File: src/rtl/md_pkg.sv
// md_pkg: shared encodings for the multiply/divide scheduler.
//   - E-stage opcode classes (e_op)
//   - datapath function codes (md_func)
//   - FSM state encodings
//   - default multiply/divide latencies
package md_pkg;

   // E-stage MD opcode classes
   localparam logic [3:0] OP_NONE  = 4'd0;
   localparam logic [3:0] OP_MULT  = 4'd1;
   localparam logic [3:0] OP_MULTU = 4'd2;
   localparam logic [3:0] OP_DIV   = 4'd3;
   localparam logic [3:0] OP_DIVU  = 4'd4;
   localparam logic [3:0] OP_MFHI  = 4'd5;
   localparam logic [3:0] OP_MFLO  = 4'd6;
   localparam logic [3:0] OP_MTHI  = 4'd7;
   localparam logic [3:0] OP_MTLO  = 4'd8;

   // datapath operation codes
   localparam logic [1:0] FN_MULT  = 2'd0;
   localparam logic [1:0] FN_MULTU = 2'd1;
   localparam logic [1:0] FN_DIV   = 2'd2;
   localparam logic [1:0] FN_DIVU  = 2'd3;

   // FSM states
   localparam logic [1:0] ST_IDLE    = 2'd0;
   localparam logic [1:0] ST_MUL_RUN = 2'd1;
   localparam logic [1:0] ST_DIV_RUN = 2'd2;

   // default latencies, issue cycle to HI/LO commit cycle (legal 1..15)
   localparam int MUL_LAT_DEF = 5;
   localparam int DIV_LAT_DEF = 10;

   // true for the four ops that occupy the multiply/divide datapath
   function automatic logic is_muldiv(input logic [3:0] op);
      return (op == OP_MULT) || (op == OP_MULTU) || (op == OP_DIV) || (op == OP_DIVU);
   endfunction

   // true for any of the eight MD ops
   function automatic logic is_mdop(input logic [3:0] op);
      return (op >= OP_MULT) && (op <= OP_MTLO);
   endfunction

endpackage

File: src/rtl/md_sched_if.sv
// md_sched_if: E/D-stage control bundle between the pipeline and md_sched.
//   master : pipeline side, drives e_valid/e_op/irq/d_uses_md
//   slave  : scheduler side, drives issue/commit/write/stall/status outputs
interface md_sched_if;
   logic       e_valid;
   logic [3:0] e_op;
   logic       irq;
   logic       d_uses_md;
   logic       md_start;
   logic [1:0] md_func;
   logic       hi_we;
   logic       lo_we;
   logic       hilo_commit;
   logic       busy;
   logic       stall_d;
   logic [3:0] cnt;
   logic       bad_issue;

   modport master (
      output e_valid, e_op, irq, d_uses_md,
      input  md_start, md_func, hi_we, lo_we, hilo_commit, busy, stall_d, cnt, bad_issue
   );

   modport slave (
      input  e_valid, e_op, irq, d_uses_md,
      output md_start, md_func, hi_we, lo_we, hilo_commit, busy, stall_d, cnt, bad_issue
   );
endinterface

File: src/rtl/md_lat_counter.sv
// md_lat_counter: 4-bit load/decrement latency counter.
//   clk, rst   : clock, async active-high reset (clears to 0)
//   load_i     : load load_val_i this edge (wins over dec_i)
//   load_val_i : value to load
//   dec_i      : decrement by one this edge (saturates at 0)
//   cnt_o      : current count
//   is_one_o   : count equals 1 (last cycle of the operation)
module md_lat_counter (
   input  logic       clk,
   input  logic       rst,
   input  logic       load_i,
   input  logic [3:0] load_val_i,
   input  logic       dec_i,
   output logic [3:0] cnt_o,
   output logic       is_one_o
);

   logic [3:0] cnt_q, cnt_d;

   always_comb begin
      cnt_d = cnt_q;
      if (load_i)
         cnt_d = load_val_i;
      else if (dec_i && (cnt_q != 4'd0))
         cnt_d = cnt_q - 4'd1;
   end

   always_ff @(posedge clk or posedge rst) begin
      if (rst) cnt_q <= 4'd0;
      else     cnt_q <= cnt_d;
   end

   assign cnt_o    = cnt_q;
   assign is_one_o = (cnt_q == 4'd1);

endmodule

File: src/rtl/md_sched.sv
// md_sched: issue/commit scheduler for the HI/LO multiply/divide unit.
//   clk   : clock
//   reset : async active-high reset; abandons any in-flight operation
//   bus   : md_sched_if.slave
//           in : e_valid, e_op, irq, d_uses_md
//           out: md_start/md_func (issue pulse), hi_we/lo_we (mthi/mtlo),
//                hilo_commit, busy, stall_d, cnt, bad_issue (sticky)
module md_sched
   import md_pkg::*;
#(
   parameter int MUL_LAT = MUL_LAT_DEF,
   parameter int DIV_LAT = DIV_LAT_DEF
) (
   input  logic       clk,
   input  logic       reset,
   md_sched_if.slave  bus
);

   logic [1:0] state_q, state_d;
   logic       bad_q, bad_d;
   logic       idle, start, busy_w, is_div, cnt_is_one;
   logic [3:0] lat_sel;

   assign idle   = (state_q == ST_IDLE);
   assign is_div = (bus.e_op == OP_DIV) || (bus.e_op == OP_DIVU);

   // reset gating keeps the issue pulse quiet while reset is held, since the
   // combinational path would otherwise see IDLE and a live opcode
   assign start  = bus.e_valid & ~bus.irq & idle & is_muldiv(bus.e_op) & ~reset;
   assign busy_w = start | ~idle;

   assign lat_sel = is_div ? 4'(DIV_LAT) : 4'(MUL_LAT);

   md_lat_counter u_cnt (
      .clk        (clk),
      .rst        (reset),
      .load_i     (start),
      .load_val_i (lat_sel),
      .dec_i      (~idle),
      .cnt_o      (bus.cnt),
      .is_one_o   (cnt_is_one)
   );

   always_comb begin
      bus.md_func = FN_MULT;
      case (bus.e_op)
         OP_MULTU: bus.md_func = FN_MULTU;
         OP_DIV:   bus.md_func = FN_DIV;
         OP_DIVU:  bus.md_func = FN_DIVU;
         default:  bus.md_func = FN_MULT;
      endcase
   end

   always_comb begin
      state_d = state_q;
      if (start)
         state_d = is_div ? ST_DIV_RUN : ST_MUL_RUN;
      else if (!idle && cnt_is_one)
         state_d = ST_IDLE;
   end

   // any MD op reaching E outside IDLE means the hazard logic let something
   // through; this also covers an issue attempt in the commit cycle
   assign bad_d = bad_q | (bus.e_valid & is_mdop(bus.e_op) & ~idle);

   always_ff @(posedge clk or posedge reset) begin
      if (reset) begin
         state_q <= ST_IDLE;
         bad_q   <= 1'b0;
      end else begin
         state_q <= state_d;
         bad_q   <= bad_d;
      end
   end

   assign bus.md_start    = start;
   assign bus.busy        = busy_w;
   assign bus.stall_d     = bus.d_uses_md & busy_w;
   assign bus.hilo_commit = ~idle & cnt_is_one;
   assign bus.hi_we       = bus.e_valid & ~bus.irq & ~busy_w & (bus.e_op == OP_MTHI) & ~reset;
   assign bus.lo_we       = bus.e_valid & ~bus.irq & ~busy_w & (bus.e_op == OP_MTLO) & ~reset;
   assign bus.bad_issue   = bad_q;

endmodule

File: src/flat_wrapper.sv
// flat-port wrapper written by rule: the top's interface ports become plain ports
module md_sched_flat import md_pkg::*;
#(
   parameter int MUL_LAT = MUL_LAT_DEF,
   parameter int DIV_LAT = DIV_LAT_DEF
)
  (clk, reset, bus_e_valid, bus_e_op, bus_irq, bus_d_uses_md, bus_md_start, bus_md_func, bus_hi_we, bus_lo_we, bus_hilo_commit, bus_busy, bus_stall_d, bus_cnt, bus_bad_issue);
  md_sched_if bus_i ();
  input  logic clk;
  input  logic reset;
  input wire logic [$bits(bus_i.e_valid)-1:0] bus_e_valid;
  input wire logic [$bits(bus_i.e_op)-1:0] bus_e_op;
  input wire logic [$bits(bus_i.irq)-1:0] bus_irq;
  input wire logic [$bits(bus_i.d_uses_md)-1:0] bus_d_uses_md;
  output wire logic [$bits(bus_i.md_start)-1:0] bus_md_start;
  output wire logic [$bits(bus_i.md_func)-1:0] bus_md_func;
  output wire logic [$bits(bus_i.hi_we)-1:0] bus_hi_we;
  output wire logic [$bits(bus_i.lo_we)-1:0] bus_lo_we;
  output wire logic [$bits(bus_i.hilo_commit)-1:0] bus_hilo_commit;
  output wire logic [$bits(bus_i.busy)-1:0] bus_busy;
  output wire logic [$bits(bus_i.stall_d)-1:0] bus_stall_d;
  output wire logic [$bits(bus_i.cnt)-1:0] bus_cnt;
  output wire logic [$bits(bus_i.bad_issue)-1:0] bus_bad_issue;
  assign bus_i.e_valid = bus_e_valid;
  assign bus_i.e_op = bus_e_op;
  assign bus_i.irq = bus_irq;
  assign bus_i.d_uses_md = bus_d_uses_md;
  assign bus_md_start = bus_i.md_start;
  assign bus_md_func = bus_i.md_func;
  assign bus_hi_we = bus_i.hi_we;
  assign bus_lo_we = bus_i.lo_we;
  assign bus_hilo_commit = bus_i.hilo_commit;
  assign bus_busy = bus_i.busy;
  assign bus_stall_d = bus_i.stall_d;
  assign bus_cnt = bus_i.cnt;
  assign bus_bad_issue = bus_i.bad_issue;
  md_sched #(.MUL_LAT(MUL_LAT), .DIV_LAT(DIV_LAT)) u_core (.clk(clk), .reset(reset), .bus(bus_i));
endmodule
File: config.mk
export PLATFORM = sky130hd
export DESIGN_NAME = md_sched_flat
export DESIGN_NICKNAME = d
export VERILOG_FILES = /design/src/rtl/md_pkg.sv /design/src/rtl/md_sched_if.sv /design/src/rtl/md_lat_counter.sv /design/src/rtl/md_sched.sv /design/src/flat_wrapper.sv
export SDC_FILE = /design/constraint.sdc
export NUM_CORES = 1
export LEC_CHECK = 0
export ABC_CLOCK_PERIOD_IN_PS = 2500
export CAP_MARGIN = 20
export CORE_AREA = 4 4 41 43
export CTS_BUF_LIST = sky130_fd_sc_hd__clkbuf_16
export DETAILED_ROUTE_END_ITERATION = 16
export DIE_AREA = 0 0 45 47
export GPL_TIMING_DRIVEN = 1
export PLACE_DENSITY = 0.73
export SLEW_MARGIN = 20
export SYNTH_ARGS = -nofsm -noshare
export SYNTH_HDL_FRONTEND = slang
export SYNTH_SLANG_ARGS = --single-unit
File: constraint.sdc
create_clock -name clk -period 2.5 [get_ports clk]
set_clock_uncertainty 0.05 [all_clocks]
set_input_delay 0.375 -clock clk [delete_from_list [all_inputs] [get_ports clk]]
set_output_delay 0.375 -clock clk [all_outputs]
set_load 0.02 [all_outputs]
# Yosys cells after proc, flatten, opt, wreduce, memory -nomap -nowiden
# Cells that the tools add are included.
# totals
register_bits	7
word_cells	51
out_inout_bits	13
# classes
magnitude_cmp	2
n_addsub	1
eq_ne	7
n_reduce_logical	12
n_bitwise	19
mux	7
# ops
op	count
bitwise AND 1 bit	13
2-to-1 mux 4 bit	3
== test 4 x 1 -> 1 bit (second input constant)	2
== test 4 x 2 -> 1 bit (second input constant)	2
== test 4 x 3 -> 1 bit (second input constant)	2
2-to-1 mux 2 bit	3
case mux 2 bit (3 select lines)	1
== test 4 bit (second input constant)	1
greater-or-equal comparator 4 x 1 -> 1 bit (second input constant)	1
less-or-equal comparator 4 bit (second input constant)	1
logical OR 1 bit	4
NOT 1 bit	4
nonzero test 2 bit	2
nonzero test 4 bit	1
subtractor 4 x 1 -> 4 bit (second input constant)	1
logical AND 1 bit	3
logical NOT 2 bit	1
bitwise OR 1 bit	2
logical NOT 1 bit	1

# Depth between registers and ports, before layout
# Gate-level depths: netlist of run 1.
# logic_depth
depth_word	11
mapped_depth	6
mapped_depth_nobuf	6

# Hierarchy
# A second synthesis of run 1 with hierarchy kept.
# unflattened
cells_unflattened	63
hier_area_um2	565.5
# by_module_without_submodules
mod	seq_area_each_um2	instances	area_per_inst_um2	cells_each
md_lat_counter	100.1	1	286.5	30
md_sched	75.1	1	279.0	33

# Worst setup path before layout of run 1
# No wires, ideal clock.
# synth_path
path_kind	input -> output
from	input port reset
to	output port bus_stall_d
n_path_buf	0
t_required_ns	2.075
cell_stages	4
arrival_ns	1.430
setup_slack_ns	0.645
cell_sequence	nor3b_1 nand4b_4 nand2_1 and2_1
# synth_via
elab_chain_len	4
# synth_rtl
item	line	source
from (decl)	flat_wrapper.sv:10	input logic reset;
NOT 1 bit	md_sched.sv:29	assign start = bus.e_valid & ~bus.irq & idle & is_muldiv(bus.e_op) & ~reset;
bitwise AND 1 bit	md_sched.sv:29	
bitwise OR 1 bit	md_sched.sv:30	assign busy_w = start | ~idle;
named net bus_busy	flat_wrapper.sv:20	output wire logic [$bits(bus_i.busy)-1:0] bus_busy;
bitwise AND 1 bit	md_sched.sv:78	assign bus.stall_d = bus.d_uses_md & busy_w;
to (decl)	flat_wrapper.sv:21	output wire logic [$bits(bus_i.stall_d)-1:0] bus_stall_d;
# The timed path passes the listed nets, and every way through them passes these cells.

# Final worst setup path of run 1
# layout_path
from	input port bus_e_op[2]
to	output port bus_lo_we
# layout_via
elab_chain_len	11
word_cells_on_any_way	15
cone_classes	eq/ne (5); bitwise (7); reduce/logical (3)
# layout_rtl
item	line	source
from (decl)	flat_wrapper.sv:12	input wire logic [$bits(bus_i.e_op)-1:0] bus_e_op;
== test 4 x 1 -> 1 bit / == test 4 x 2 -> 1 bit (equally long branches)	md_pkg.sv:36	return (op == OP_MULT) || (op == OP_MULTU) || (op == OP_DIV) || (op == OP_DIVU);
logical OR 1 bit (3 in a row)	md_pkg.sv:36	
bitwise AND 1 bit (2 in a row)	md_sched.sv:29	
bitwise OR 1 bit	md_sched.sv:30	
NOT 1 bit	md_sched.sv:81	assign bus.lo_we = bus.e_valid & ~bus.irq & ~busy_w & (bus.e_op == OP_MTLO) & ~reset;
bitwise AND 1 bit	md_sched.sv:81	
bitwise AND 1 bit * (2 in a row)	md_sched.sv:81	
to (decl)	flat_wrapper.sv:18	output wire logic [$bits(bus_i.lo_we)-1:0] bus_lo_we;
# Every way passes the cells marked *; elsewhere a longest branch is shown, timed or not.

==> impl_metrics.yaml, run 1 <==
synth:
  syn_inst: 56
  synth_warnings: 0
  ys_ff_latch: 7
  avgSynthCellArea_sq_um: 8.89
  synth_area_sq_um: 498
  synth-seq-area-share: 0.352
  synth_fp_nets: 67
  yosys.cell_types.count: 24
cells_and_area:
  fin_nets: 100
  final_cell_mix: "17 x clkdlybuf4s50_1, 7 x buf_4, 7 x dfrtp_1"
  fillers: 117
  syn2layout_area_growth_pct: 72.9
  final_cell_area_sq_um: 861
  antenna_cells: 0
  drive_above_1_share: 0.170
  final_common_cell: "clkdlybuf4s50_1"
sta:
  rsz0062_at_grt: "true"
  worst_pin_slew_ps: 369
  hold_viol: 0
  relSlewSlack: 0.754
  min_period_over_period: 0.980
  drv_slew: 0
  max_freq_ghz: 0.408
  setup_viol: 0
  fin_crit_ps: 2450
pwr:
  switching_share: 0.363
  p_seq_frac: 0.230
  total_power_mw: 0.930
  power.internal_mw: 0.593
  clockPowerShare: 0.286
  p_per_area_nw_per_um2: 1080
  p_sw_mw: 0.337
  irDropWorstVdd_uv: 886
  pwr-share-comb: 0.484
  p_leak_nw: 0.451
clocking:
  clk_latency_ps: 230
  cts_hold_buf: 0
  root_buffer: "clkbuf_16"
  clkTransAtPathRegs_ps: 40
  cts_resized: 2
  cts_max_path_buffers: 2
  cts_max_level: 1
  cts_tree: "yes"
  post_cts.repair.setup_buffers: 0
  numCtsBuffers: 3
  cts_sinks: 7
global_routing:
  grt-ovfl-total: 0
  grt_first_pass_wirelength_um: 2260
  grt_usage: 0.147
  antenna_found_initial: 0
  grt_max_degree: 8
  grt_pass1_vias: 519
critical_path:
  ff2ff_setup_slack_ps: 960
  cp-end-kind: "output port"
  critPathKind: "input port to output port"
  cp_top_family: "buffers and inverters"
  cpMaxStageDelayCell: "clkdlybuf4s50_1"
  crit_cells: 6
  crit_chain: "clkdlybuf4s50_1 > nor3_1 > buf_4 > nand2_1 > nor2_1 > clkdlybuf4s50_1"
  crit_start: "bus_e_op[2]"
  rr_startpoint: "u_core.u_cnt.cnt_o[0]"
  start_kind: "input port"
  endpoint: "bus_lo_we"
  slowest_delay_ps: 610
  cp_num_buf_inv: 3
  critPathMaxFanout: 6
  r2r_end: "u_core.u_cnt.cnt_o[1]"
  cp.arrival_ps: 2030
  crit_top_cell: "clkdlybuf4s50_1"
  required_ps: 2080
  r2r_cells: 5
min_path:
  hold_class: "input port to asynchronous set/reset pin"
floorplan:
  ios: 22
  die_h_um: 47
  rows: 13
  core_sq_um: 1300
  start_util: 0.383
  die-area_sq_um: 2120
  die_x_um: 45
detailed_routing:
  vias: 524
  wire_per_inst_um: 12.4
  antenna_left: 0
  drt_wl_total_um: 1280
  drc: 0
  dr.pass1.iters: 4
  drt_iter0_drc: 7
  vias_per_cell: 5.09
placement:
  placed_area_sq_um: 779
  gp_congestion: 0.803
  portBuffers: 21
  dp_hpwl_um: 978
flow_run:
  maxCapViolCount: 0
run_status:
  outcome: "completed"
[cell usage after synthesis (all sizes together)]
cell type	n	area (sq um)
inv	5	18.8
nand4b	2	32.5
or2	1	6.26
nand3	2	10.0
dfrtp	7	175
nor3b	1	7.51
nor2b	1	13.8
a31oi	1	6.26
nand2b	1	6.26
nand2	6	22.5
a21o	3	22.5
xnor2	4	35.0
ha	2	25.0
or3b	1	8.76
nand3b	1	7.51
and2	1	6.26
o21ai	2	10.0
nor3	5	25.0
mux2i	1	10.0
nor2	3	11.3
a31o	1	8.76
a21oi	5	28.8
[final cells by class]
type                            count  area [sq um]  share of cell area
Sequential cell                     7           175               0.203
Clock buffer                        3          75.1              0.0872
Multi-Input combinational cell     44           304               0.353
Timing Repair Buffer               28           265               0.308
Clock inverter                      1          3.75             0.00436
Tap cell                           15          18.8              0.0218
Inverter                            5          18.8              0.0218
[stage by stage]
| step | setup WS, ps | util | hold WS (ps) | TNS (ps) | cells |
|---|---|---|---|---|---|
| global placement | -19.2 | 0.599 | 408 | -26.7 | 99 |
| finish | 49.9 | 0.662 | 366 | 0 | 103 |
| CTS | 3.11 | 0.658 | 385 | 0 | 103 |
| detailed placement | -63.6 | 0.599 | 443 | -71.2 | 99 |
| floorplan | 645 | - | 128 | 0 | 56 |
| global route | -72.5 | 0.662 | 416 | -134 | 103 |
[power by group through the flow]
stage | Sequential [mW] | Clock (mW) | Combinational (mW)
2_1_floorplan | 0.247 | 0 | 0.241
3_3_place_gp | 0.213 | 0 | 0.442
3_5_place_dp | 0.215 | 0 | 0.455
4_1_cts | 0.214 | 0.267 | 0.457
5_1_grt | 0.225 | 0.277 | 0.502
6_report | 0.213 | 0.266 | 0.450
[flip-flops by register name, indices dropped and copies added, names as in the netlist]
signal	count
u_core.u_cnt.cnt_o	4
u_core.state_q	2
u_core.bus.bad_issue	1
[kinds of logic (layout without fill, tap and decap cells)]
group / Yosys count / in the layout / share of synthesized area
buf+inv: 5 / 37 / 0.0377
simple gates: 25 / 25 / 0.317
fa+ha+maj: 2 / 2 / 0.0502
flops: 7 / 7 / 0.352
mux: 1 / 1 / 0.0201
compound gates: 12 / 12 / 0.153
xor+xnor: 4 / 4 / 0.0703
[how the worst min path moves through the flow]
| stage | startpoint | end | slack [ps] | cells past startpoint |
|---|---|---|---|---|
| 2_1_floorplan | reset | u_core.bus.bad_issue | 130 | 1 |
| 3_3_place_gp | u_core.bus.bad_issue | u_core.bus.bad_issue | 410 | 1 |
| 3_5_place_dp | u_core.bus.bad_issue | u_core.bus.bad_issue | 440 | 1 |
| 4_1_cts | reset | u_core.u_cnt.cnt_o[2] | 380 | 2 |
| 5_1_grt | reset | u_core.state_q[1] | 420 | 2 |
| 6_report | reset | u_core.u_cnt.cnt_o[2] | 370 | 2 |
[per-layer routing]
| layer | global-route usage | part of all wire | vias up |
|---|---|---|---|
| li1 | - | - | 261 |
| met3 | 0.0690 | 0.082 | 2 |
| met2 | 0.232 | 0.47 | 16 |
| met4 | 0.0175 | 0.0039 | 0 |
| met1 | 0.189 | 0.44 | 245 |
| met5 | 0 | 0 | - |
No activity file was read; power rests on OpenSTA's default activity.
==> run 2: changes to the inputs <==
--- a/config.mk
+++ b/config.mk
@@ -13,7 +13,7 @@
 export DIE_AREA = 0 0 45 47
 export GPL_TIMING_DRIVEN = 1
 export PLACE_DENSITY = 0.73
-export SLEW_MARGIN = 20
+export SLEW_MARGIN = 15
 export SYNTH_ARGS = -nofsm -noshare
 export SYNTH_HDL_FRONTEND = slang
 export SYNTH_SLANG_ARGS = --single-unit
==> results of run 2 <==
Same layout as run 1: the final DEF is identical, and so are final timing and power.
